`config.mk`:
```
export PLATFORM = sky130hd
export DESIGN_NAME = branch_resolve_unit
export DESIGN_NICKNAME = d
export VERILOG_FILES = /design/src/rtl/branch_resolve_unit_pkg.sv /design/src/rtl/branch_resolve_unit_pred_fifo.sv /design/src/rtl/branch_resolve_unit.sv
export SDC_FILE = /design/constraint.sdc
export NUM_CORES = 1
export LEC_CHECK = 0
export CAP_MARGIN = 10
export CORE_MARGIN = 4
export CORE_UTILIZATION = 60
export CTS_BUF_LIST = sky130_fd_sc_hd__clkbuf_4
export DETAILED_ROUTE_END_ITERATION = 7
export GPL_TIMING_DRIVEN = 0
export PLACE_DENSITY = 0.89
export RECOVER_POWER = 25
export SLEW_MARGIN = 15
export SYNTH_ARGS = -nofsm -noshare
export SYNTH_HDL_FRONTEND = slang
export SYNTH_HIERARCHICAL = 1
export SYNTH_SLANG_ARGS = --single-unit
```
`constraint.sdc`:
```
create_clock -name clk -period 17.5 [get_ports clk]
set_input_delay 1.75 -clock clk [delete_from_list [all_inputs] [get_ports clk]]
set_output_delay 1.75 -clock clk [all_outputs]
set_load 0.05 [all_outputs]
```
`src/rtl/branch_resolve_unit_pkg.sv`:
```
// Shared definitions for the branch resolve unit: opcode, funct3 codes, FSM
// states and the direction/immediate helpers used by the execute-stage logic.
package branch_resolve_unit_pkg;

    localparam logic [6:0] OPCODE_BRANCH_SBTYPE = 7'b1100011;

    localparam logic [2:0] F3_BEQ  = 3'b000;
    localparam logic [2:0] F3_BNE  = 3'b001;
    localparam logic [2:0] F3_BLT  = 3'b100;
    localparam logic [2:0] F3_BGE  = 3'b101;
    localparam logic [2:0] F3_BLTU = 3'b110;
    localparam logic [2:0] F3_BGEU = 3'b111;

    typedef enum logic {
        RUN   = 1'b0,
        FLUSH = 1'b1
    } state_e;

    // Reserved funct3 codes (010/011) resolve as not-taken.
    function automatic logic branch_taken(input logic [2:0] funct3,
                                          input logic [31:0] a,
                                          input logic [31:0] b);
        logic signed [31:0] sa;
        logic signed [31:0] sb;
        sa = a;
        sb = b;
        case (funct3)
            F3_BEQ:  return a == b;
            F3_BNE:  return a != b;
            F3_BLT:  return sa < sb;
            F3_BGE:  return sa >= sb;
            F3_BLTU: return a < b;
            F3_BGEU: return a >= b;
            default: return 1'b0;
        endcase
    endfunction

    // hi = inst[31:25], lo = inst[11:7]
    function automatic logic [31:0] b_imm(input logic [6:0] hi, input logic [4:0] lo);
        return {{19{hi[6]}}, hi[6], lo[0], hi[5:0], lo[4:1], 1'b0};
    endfunction

endpackage

```
`src/rtl/branch_resolve_unit_pred_fifo.sv`:
```
// Prediction buffer: DEPTH-entry synchronous FIFO with a clear that wins over
// push/pop; pops on an empty buffer and pushes into a full one are ignored.
module pred_fifo #(
    parameter int DEPTH = 4,
    parameter int WIDTH = 33
) (
    input  logic             clk,
    input  logic             reset,
    input  logic             push,
    input  logic             pop,
    input  logic             clear,
    input  logic [WIDTH-1:0] din,
    output logic             full,
    output logic             empty,
    output logic [WIDTH-1:0] head
);

    localparam int AW = $clog2(DEPTH);
    localparam logic [AW:0] FULL_CNT = DEPTH[AW:0];

    logic [WIDTH-1:0] mem_q [DEPTH];
    logic [AW-1:0]    wr_ptr_q, wr_ptr_d;
    logic [AW-1:0]    rd_ptr_q, rd_ptr_d;
    logic [AW:0]      count_q, count_d;
    logic             do_push, do_pop;

    assign full    = (count_q == FULL_CNT);
    assign empty   = (count_q == '0);
    assign head    = mem_q[rd_ptr_q];
    // A full buffer still accepts a push when the head leaves in the same cycle.
    assign do_push = push && !clear && (!full || pop);
    assign do_pop  = pop && !clear && !empty;

    always_comb begin
        wr_ptr_d = wr_ptr_q;
        rd_ptr_d = rd_ptr_q;
        count_d  = count_q;
        if (clear) begin
            wr_ptr_d = '0;
            rd_ptr_d = '0;
            count_d  = '0;
        end else begin
            if (do_push) wr_ptr_d = wr_ptr_q + AW'(1);
            if (do_pop)  rd_ptr_d = rd_ptr_q + AW'(1);
            case ({do_push, do_pop})
                2'b10:   count_d = count_q + (AW+1)'(1);
                2'b01:   count_d = count_q - (AW+1)'(1);
                default: count_d = count_q;
            endcase
        end
    end

    always_ff @(posedge clk or posedge reset) begin
        if (reset) begin
            wr_ptr_q <= '0;
            rd_ptr_q <= '0;
            count_q  <= '0;
        end else begin
            wr_ptr_q <= wr_ptr_d;
            rd_ptr_q <= rd_ptr_d;
            count_q  <= count_d;
        end
    end

    always_ff @(posedge clk) begin
        if (do_push) mem_q[wr_ptr_q] <= din;
    end

endmodule

```
`src/rtl/branch_resolve_unit.sv`:
```
// Execute-stage branch resolution: compares the buffered fetch prediction with
// the real outcome, trains the predictor and redirects fetch on a mispredict.
module branch_resolve_unit
    import branch_resolve_unit_pkg::*;
#(
    parameter int DEPTH        = 4,
    parameter int FLUSH_CYCLES = 2,
    parameter int CNT_W        = 16
) (
    input  logic             clk,
    input  logic             reset,
    input  logic             pred_push,
    input  logic             pred_taken_in,
    input  logic [31:0]      pred_target_in,
    output logic             pred_full,
    input  logic             ex_valid,
    input  logic [31:0]      ex_instruction,
    input  logic [31:0]      ex_pc,
    input  logic [31:0]      rs1_val,
    input  logic [31:0]      rs2_val,
    output logic             upd_valid,
    output logic             upd_taken,
    output logic             redirect_valid,
    output logic [31:0]      redirect_pc,
    output logic [CNT_W-1:0] branch_count,
    output logic [CNT_W-1:0] mispredict_count,
    output logic             err_overflow,
    output logic             err_underflow
);

    localparam int FC_W = (FLUSH_CYCLES > 1) ? $clog2(FLUSH_CYCLES) : 1;
    localparam logic [FC_W-1:0] FLUSH_LOAD = FC_W'(FLUSH_CYCLES - 1);

    function automatic logic [CNT_W-1:0] sat_inc(input logic [CNT_W-1:0] v);
        return (&v) ? v : v + {{(CNT_W-1){1'b0}}, 1'b1};
    endfunction

    state_e           state_q, state_d;
    logic [FC_W-1:0]  flush_cnt_q, flush_cnt_d;
    logic             upd_valid_q, upd_valid_d, upd_taken_q, upd_taken_d;
    logic             redirect_valid_q, redirect_valid_d;
    logic [31:0]      redirect_pc_q, redirect_pc_d;
    logic [CNT_W-1:0] branch_cnt_q, branch_cnt_d, misp_cnt_q, misp_cnt_d;
    logic             err_ovf_q, err_ovf_d, err_unf_q, err_unf_d;

    logic        fifo_full, fifo_empty, fifo_push;
    logic [32:0] fifo_head;
    logic        resolve, actual, mispredict, pred_taken_h;
    logic [31:0] target, fallthrough;
    logic        unused_bits;

    assign unused_bits  = ^ex_instruction[24:15];
    assign resolve      = ex_valid && (ex_instruction[6:0] == OPCODE_BRANCH_SBTYPE) && (state_q == RUN);
    assign actual       = branch_taken(ex_instruction[14:12], rs1_val, rs2_val);
    assign target       = ex_pc + b_imm(ex_instruction[31:25], ex_instruction[11:7]);
    assign fallthrough  = ex_pc + 32'd4;
    // An empty buffer reads as a not-taken prediction.
    assign pred_taken_h = !fifo_empty && fifo_head[32];
    assign mispredict   = resolve && ((pred_taken_h != actual) ||
                                      (pred_taken_h && actual && (fifo_head[31:0] != target)));
    // Pushes during FLUSH or alongside a mispredict are wrong-path.
    assign fifo_push    = pred_push && (state_q == RUN) && !mispredict;

    pred_fifo #(.DEPTH(DEPTH), .WIDTH(33)) u_pred_fifo (
        .clk   (clk),
        .reset (reset),
        .push  (fifo_push),
        .pop   (resolve),
        .clear (mispredict),
        .din   ({pred_taken_in, pred_target_in}),
        .full  (fifo_full),
        .empty (fifo_empty),
        .head  (fifo_head)
    );

    always_comb begin
        state_d     = state_q;
        flush_cnt_d = flush_cnt_q;
        case (state_q)
            RUN: begin
                if (mispredict) begin
                    state_d     = FLUSH;
                    flush_cnt_d = FLUSH_LOAD;
                end
            end
            FLUSH: begin
                if (flush_cnt_q == '0) state_d = RUN;
                else                   flush_cnt_d = flush_cnt_q - FC_W'(1);
            end
        endcase
    end

    always_comb begin
        upd_valid_d      = resolve;
        upd_taken_d      = resolve && actual;
        redirect_valid_d = mispredict;
        redirect_pc_d    = redirect_pc_q;
        branch_cnt_d     = branch_cnt_q;
        misp_cnt_d       = misp_cnt_q;
        err_ovf_d        = err_ovf_q;
        err_unf_d        = err_unf_q;
        if (mispredict) begin
            redirect_pc_d = actual ? target : fallthrough;
            misp_cnt_d    = sat_inc(misp_cnt_q);
        end
        if (resolve) branch_cnt_d = sat_inc(branch_cnt_q);
        if (fifo_push && fifo_full && !resolve) err_ovf_d = 1'b1;
        if (resolve && fifo_empty) err_unf_d = 1'b1;
    end

    always_ff @(posedge clk or posedge reset) begin
        if (reset) begin
            state_q          <= RUN;
            flush_cnt_q      <= '0;
            upd_valid_q      <= 1'b0;
            upd_taken_q      <= 1'b0;
            redirect_valid_q <= 1'b0;
            redirect_pc_q    <= '0;
            branch_cnt_q     <= '0;
            misp_cnt_q       <= '0;
            err_ovf_q        <= 1'b0;
            err_unf_q        <= 1'b0;
        end else begin
            state_q          <= state_d;
            flush_cnt_q      <= flush_cnt_d;
            upd_valid_q      <= upd_valid_d;
            upd_taken_q      <= upd_taken_d;
            redirect_valid_q <= redirect_valid_d;
            redirect_pc_q    <= redirect_pc_d;
            branch_cnt_q     <= branch_cnt_d;
            misp_cnt_q       <= misp_cnt_d;
            err_ovf_q        <= err_ovf_d;
            err_unf_q        <= err_unf_d;
        end
    end

    assign pred_full        = fifo_full;
    assign upd_valid        = upd_valid_q;
    assign upd_taken        = upd_taken_q;
    assign redirect_valid   = redirect_valid_q;
    assign redirect_pc      = redirect_pc_q;
    assign branch_count     = branch_cnt_q;
    assign mispredict_count = misp_cnt_q;
    assign err_overflow     = err_ovf_q;
    assign err_underflow    = err_unf_q;

endmodule

```
==> summary.md <==
| Metric | Value |
|---|---|
| Post-DRT Antenna Nets | `0` |
| Clk network pwr share | `25.9%` |
| CP startpoint | `rs2_val[31]` |
| Worst R2R Start | `u_pred_fifo/rd_ptr_q[0]` |
| Die height | `158 um` |
| Worst-path clk slew | `0.07 ns` |
| Mean area per synthesized cell | `11.2 um^2` |
| Total grt overflow | `0` |
| Fmax | `0.0925 GHz` |
| Clock sink count | `210` |
| Final clock skew | `0.0381 ns` |
| Worst setup path end | `u_pred_fifo/count_q[2]` |
| Req. time, crit path | `18.05 ns` |
| Vias | `11000` |
| Pwr/cell area | `95.3 mW/mm^2` |
| First-pass GRT wire length | `57.8 mm` |
| DR DRC count | `0` |
| EDFF count, synth | `132` |
| Netlist cell types | `85` |
| Die ar. | `0.0249 mm^2` |
| Placed cell areas | `0.0162 mm^2` |
| Largest net degree at the start of global routing | `51` |
| R2r setup slk | `10.85 ns` |
| Internal power | `1.07 mW` |
| Max-cap check violation count | `0` |
| Worst Setup Start Kind | `input pin` |
| Total CTS buffers | `53` |
| Post-Syn Area | `0.0134 mm^2` |
| Reg2Reg Depth | `22` |
| Iter 0 DRT Violations | `966` |
| Final net count | `1723` |
| Via density | `6.09` |
| Comb pwr share | `34.3%` |
| Total setup buffers inserted after CTS | `0` |
| Status | `finished clean` |
| Critical path's largest stage delay | `0.63 ns` |
| CP max stage cell | `or4_1` |
| Clock Root Buffer | `clkbuf_4` |
| Crit-path max FO | `10` |
| Hpwl dp | `28.9 mm` |
| TNS Setup | `0 ns` |
| Gr usage total | `29.5%` |
| Reg2reg end | `u_pred_fifo/count_q[2]` |
| WS Path Type | `in2reg` |
| Placed Cells | `1711` |
| Sw Share | `33.4%` |
| Hold bufs inserted after CTS | `0` |
| Layout cell share with drive strength beyond 1 | `13.9%` |
| Flops & latches, synth | `210` |
| Syn_nets | `1438` |
| Post-synthesis cell count | `1201` |
| First-pass DRT Iterations | `5` |
| Max-slew violations | `0` |
| Clock latency on the worst-skew pair | `0.68 ns` |
| Maximum VDD drop | `0.000106 V` |
| Flop pwr share | `39.9%` |
| Leakage | `6.85 nW` |
| Vias in the first global route | `11000` |
| PortBufs | `224` |
| Hold WC Path Type | `reg2reg` |
| Hold Violations, Final | `0` |
| Core area | `0.0220 mm^2` |
| TritonCTS clock tree | `done` |
| RSZ-0062 raised after global routing | `no` |
| Die Wd | `158 um` |
| WL/cell | `20.6 um` |
| Final Instance Area | `0.0169 mm^2` |
| Synth async-reset ratio | `37.1%` |
| Initial antenna violation count | `1` |
| Final setup violation count | `0` |
| Layout Area Growth over Synthesis | `25.5%` |
| Min Clock Period, post-route | `10.81 ns` |
| Arrival time at the worst endpoint | `11.35 ns` |
| Slew @ Worst Pin | `1.24 ns` |
| Post-Layout Cell Count | `1809` |
| Site row count | `54` |
| Total Wirelength | `37.3 mm` |
| CTS Buffer Depth | `3` |
| H-tree depth | `2` |
| Crit. End Element | `register` |
| Placer congestion estimate | `0.937` |
| Sequential area share after synthesis | `44.0%` |
| Net Sw Power | `537 uW` |
| Starting density of the core | `61.2%` |
| I/O pin cnt | `235` |
| Fin crit share | `61.7%` |
| Post_cts resized | `0` |
| End-of-flow core utilization | `76.8%` |
| Most used DFF post-synth | `edfxtp_1` |
| YS warnings | `6` |
| Relative slew slack | `16.8%` |
## cell usage in the layout (no fill, tap or decap), drive strengths merged, types with 11 or more instances in the layout
cell type,netlist,routed
edfxtp,132,132
xor2,54,54
a21oi,66,66
a21o,19,19
xnor2,61,61
nand2,75,75
buf,26,32
nand2b,11,11
o21ai,38,38
clkdlybuf4s50,0,197
clkbuf,30,108
nor2,77,77
ha,70,70
and3,21,21
nand4,30,30
mux4,33,33
dfrtp,78,78
mux2,38,38
nor4,14,14
nand3,48,48
a31oi,11,11
clkinv,0,15
dlygate4sd3,0,27
nor3,40,40
inv,58,59
## cells by family (layout without fill, tap and decap cells)
logic type	after synthesis	after routing	synth area share, %
muxes	79	79	10.1
buffers and inverters	114	441	3.88
and+or+nand+nor	389	389	15.3
xor gates and xnor gates	125	125	9.20
other	0	1	0
adders and majority gates	72	72	6.81
DFF	210	210	44.0
AOI/OAI and AO/OA	212	212	10.7
## state kept, by name, indices dropped and copies added, names as in the netlist
| signal | cells |
|---|---|
| state_q | 1 |
| branch_count | 16 |
| mispredict_count | 16 |
| upd_valid | 1 |
| err_underflow | 1 |
| u_pred_fifo/wr_ptr_q | 2 |
| u_pred_fifo/count_q | 3 |
| redirect_valid | 1 |
| redirect_pc | 32 |
| flush_cnt_q | 1 |
| upd_taken | 1 |
| u_pred_fifo/mem_q | 132 |
| u_pred_fifo/rd_ptr_q | 2 |
| err_overflow | 1 |
## how the worst min path moves through the flow
stage | start | end | cells past startpoint
final | err_underflow | err_underflow | 1
after floorplan | flush_cnt_q | state_q | 1
after global routing | err_underflow | err_underflow | 1
after global placement | err_underflow | err_underflow | 1
after detailed placement | err_underflow | err_underflow | 1
after CTS | err_underflow | err_underflow | 1
## stage by stage
stage | setup WS (ns) | power [mW] | hold slack [ns]
after floorplan | 7.94 | 1.01 | 0.453
after global placement | 4.81 | 1.16 | 0.442
after detailed placement | 6.14 | 1.20 | 0.444
after CTS | 6.83 | 1.62 | 0.460
after global routing | 6.30 | 1.70 | 0.485
final | 6.69 | 1.61 | 0.456
## power by group through the flow
stage | Clock (mW) | Combinational [mW] | Sequential (mW)
global route | 0.457 | 0.593 | 0.647
CTS | 0.426 | 0.549 | 0.641
global placement | 0 | 0.514 | 0.645
floorplan | 0 | 0.330 | 0.676
detailed placement | 0 | 0.545 | 0.650
finish | 0.415 | 0.551 | 0.641
## critical path, delay by kind of cell
| kind | cells | cell delay, ns |
|---|---|---|
| buffers and inverters | 7 | 2.07 |
| AOI/OAI and AO/OA | 5 | 1.07 |
| adders and majority gates | 3 | 1.20 |
| and+or+nand+nor | 17 | 5.21 |
## layout make-up
class                      instances  area, um^2
clock buffer                      78         586
inverter                          58         219
fill                            1441        5090
antenna                            1        2.50
multi-input combinational        877        7020
timing repair buffer             230        2360
tap                              280         350
clock inverter                    19         108
buffer                            56         304
sequential                       210        5920
## layer usage
layer  global-route usage, %  share of wire [%]  vias to the layer above
li1                        -                  -                     5096
met5                       0                  0                        -
met2                    49.9                 48                      521
met4                    12.3                3.8                        0
met3                    6.15                8.4                       92
met1                    37.3                 40                     5301
## cells in the mapped netlist, types with 6 or more instances
master / number / area share (%)
nor2_1: 76 / 2.1
buf_6: 8 / 0.67
nand4_1: 30 / 1.4
a21oi_1: 63 / 2.3
and4_1: 6 / 0.39
nor4_1: 14 / 0.65
ha_1: 70 / 6.5
nor3_1: 40 / 1.5
o21ai_0: 37 / 1.4
a21o_1: 19 / 1.1
and3_1: 21 / 0.98
and2_1: 10 / 0.47
nor4b_1: 6 / 0.39
mux2_2: 9 / 0.75
or4_1: 6 / 0.34
a211oi_1: 8 / 0.45
edfxtp_1: 132 / 29
xor2_1: 54 / 3.5
nand3_1: 48 / 1.8
nor2b_1: 8 / 0.37
mux2_4: 29 / 3.2
nand3b_1: 6 / 0.34
xnor2_1: 61 / 4.0
a31oi_1: 10 / 0.47
nand2_1: 75 / 2.1
o21a_1: 10 / 0.56
mux2i_1: 8 / 0.60
or2_2: 7 / 0.33
clkbuf_1: 30 / 0.84
dfrtp_1: 78 / 15
buf_2: 12 / 0.45
xnor3_1: 7 / 1.2
inv_1: 58 / 1.6
mux4_2: 33 / 5.5
nand2b_1: 11 / 0.51
Power figures use the tool's default switching activity.
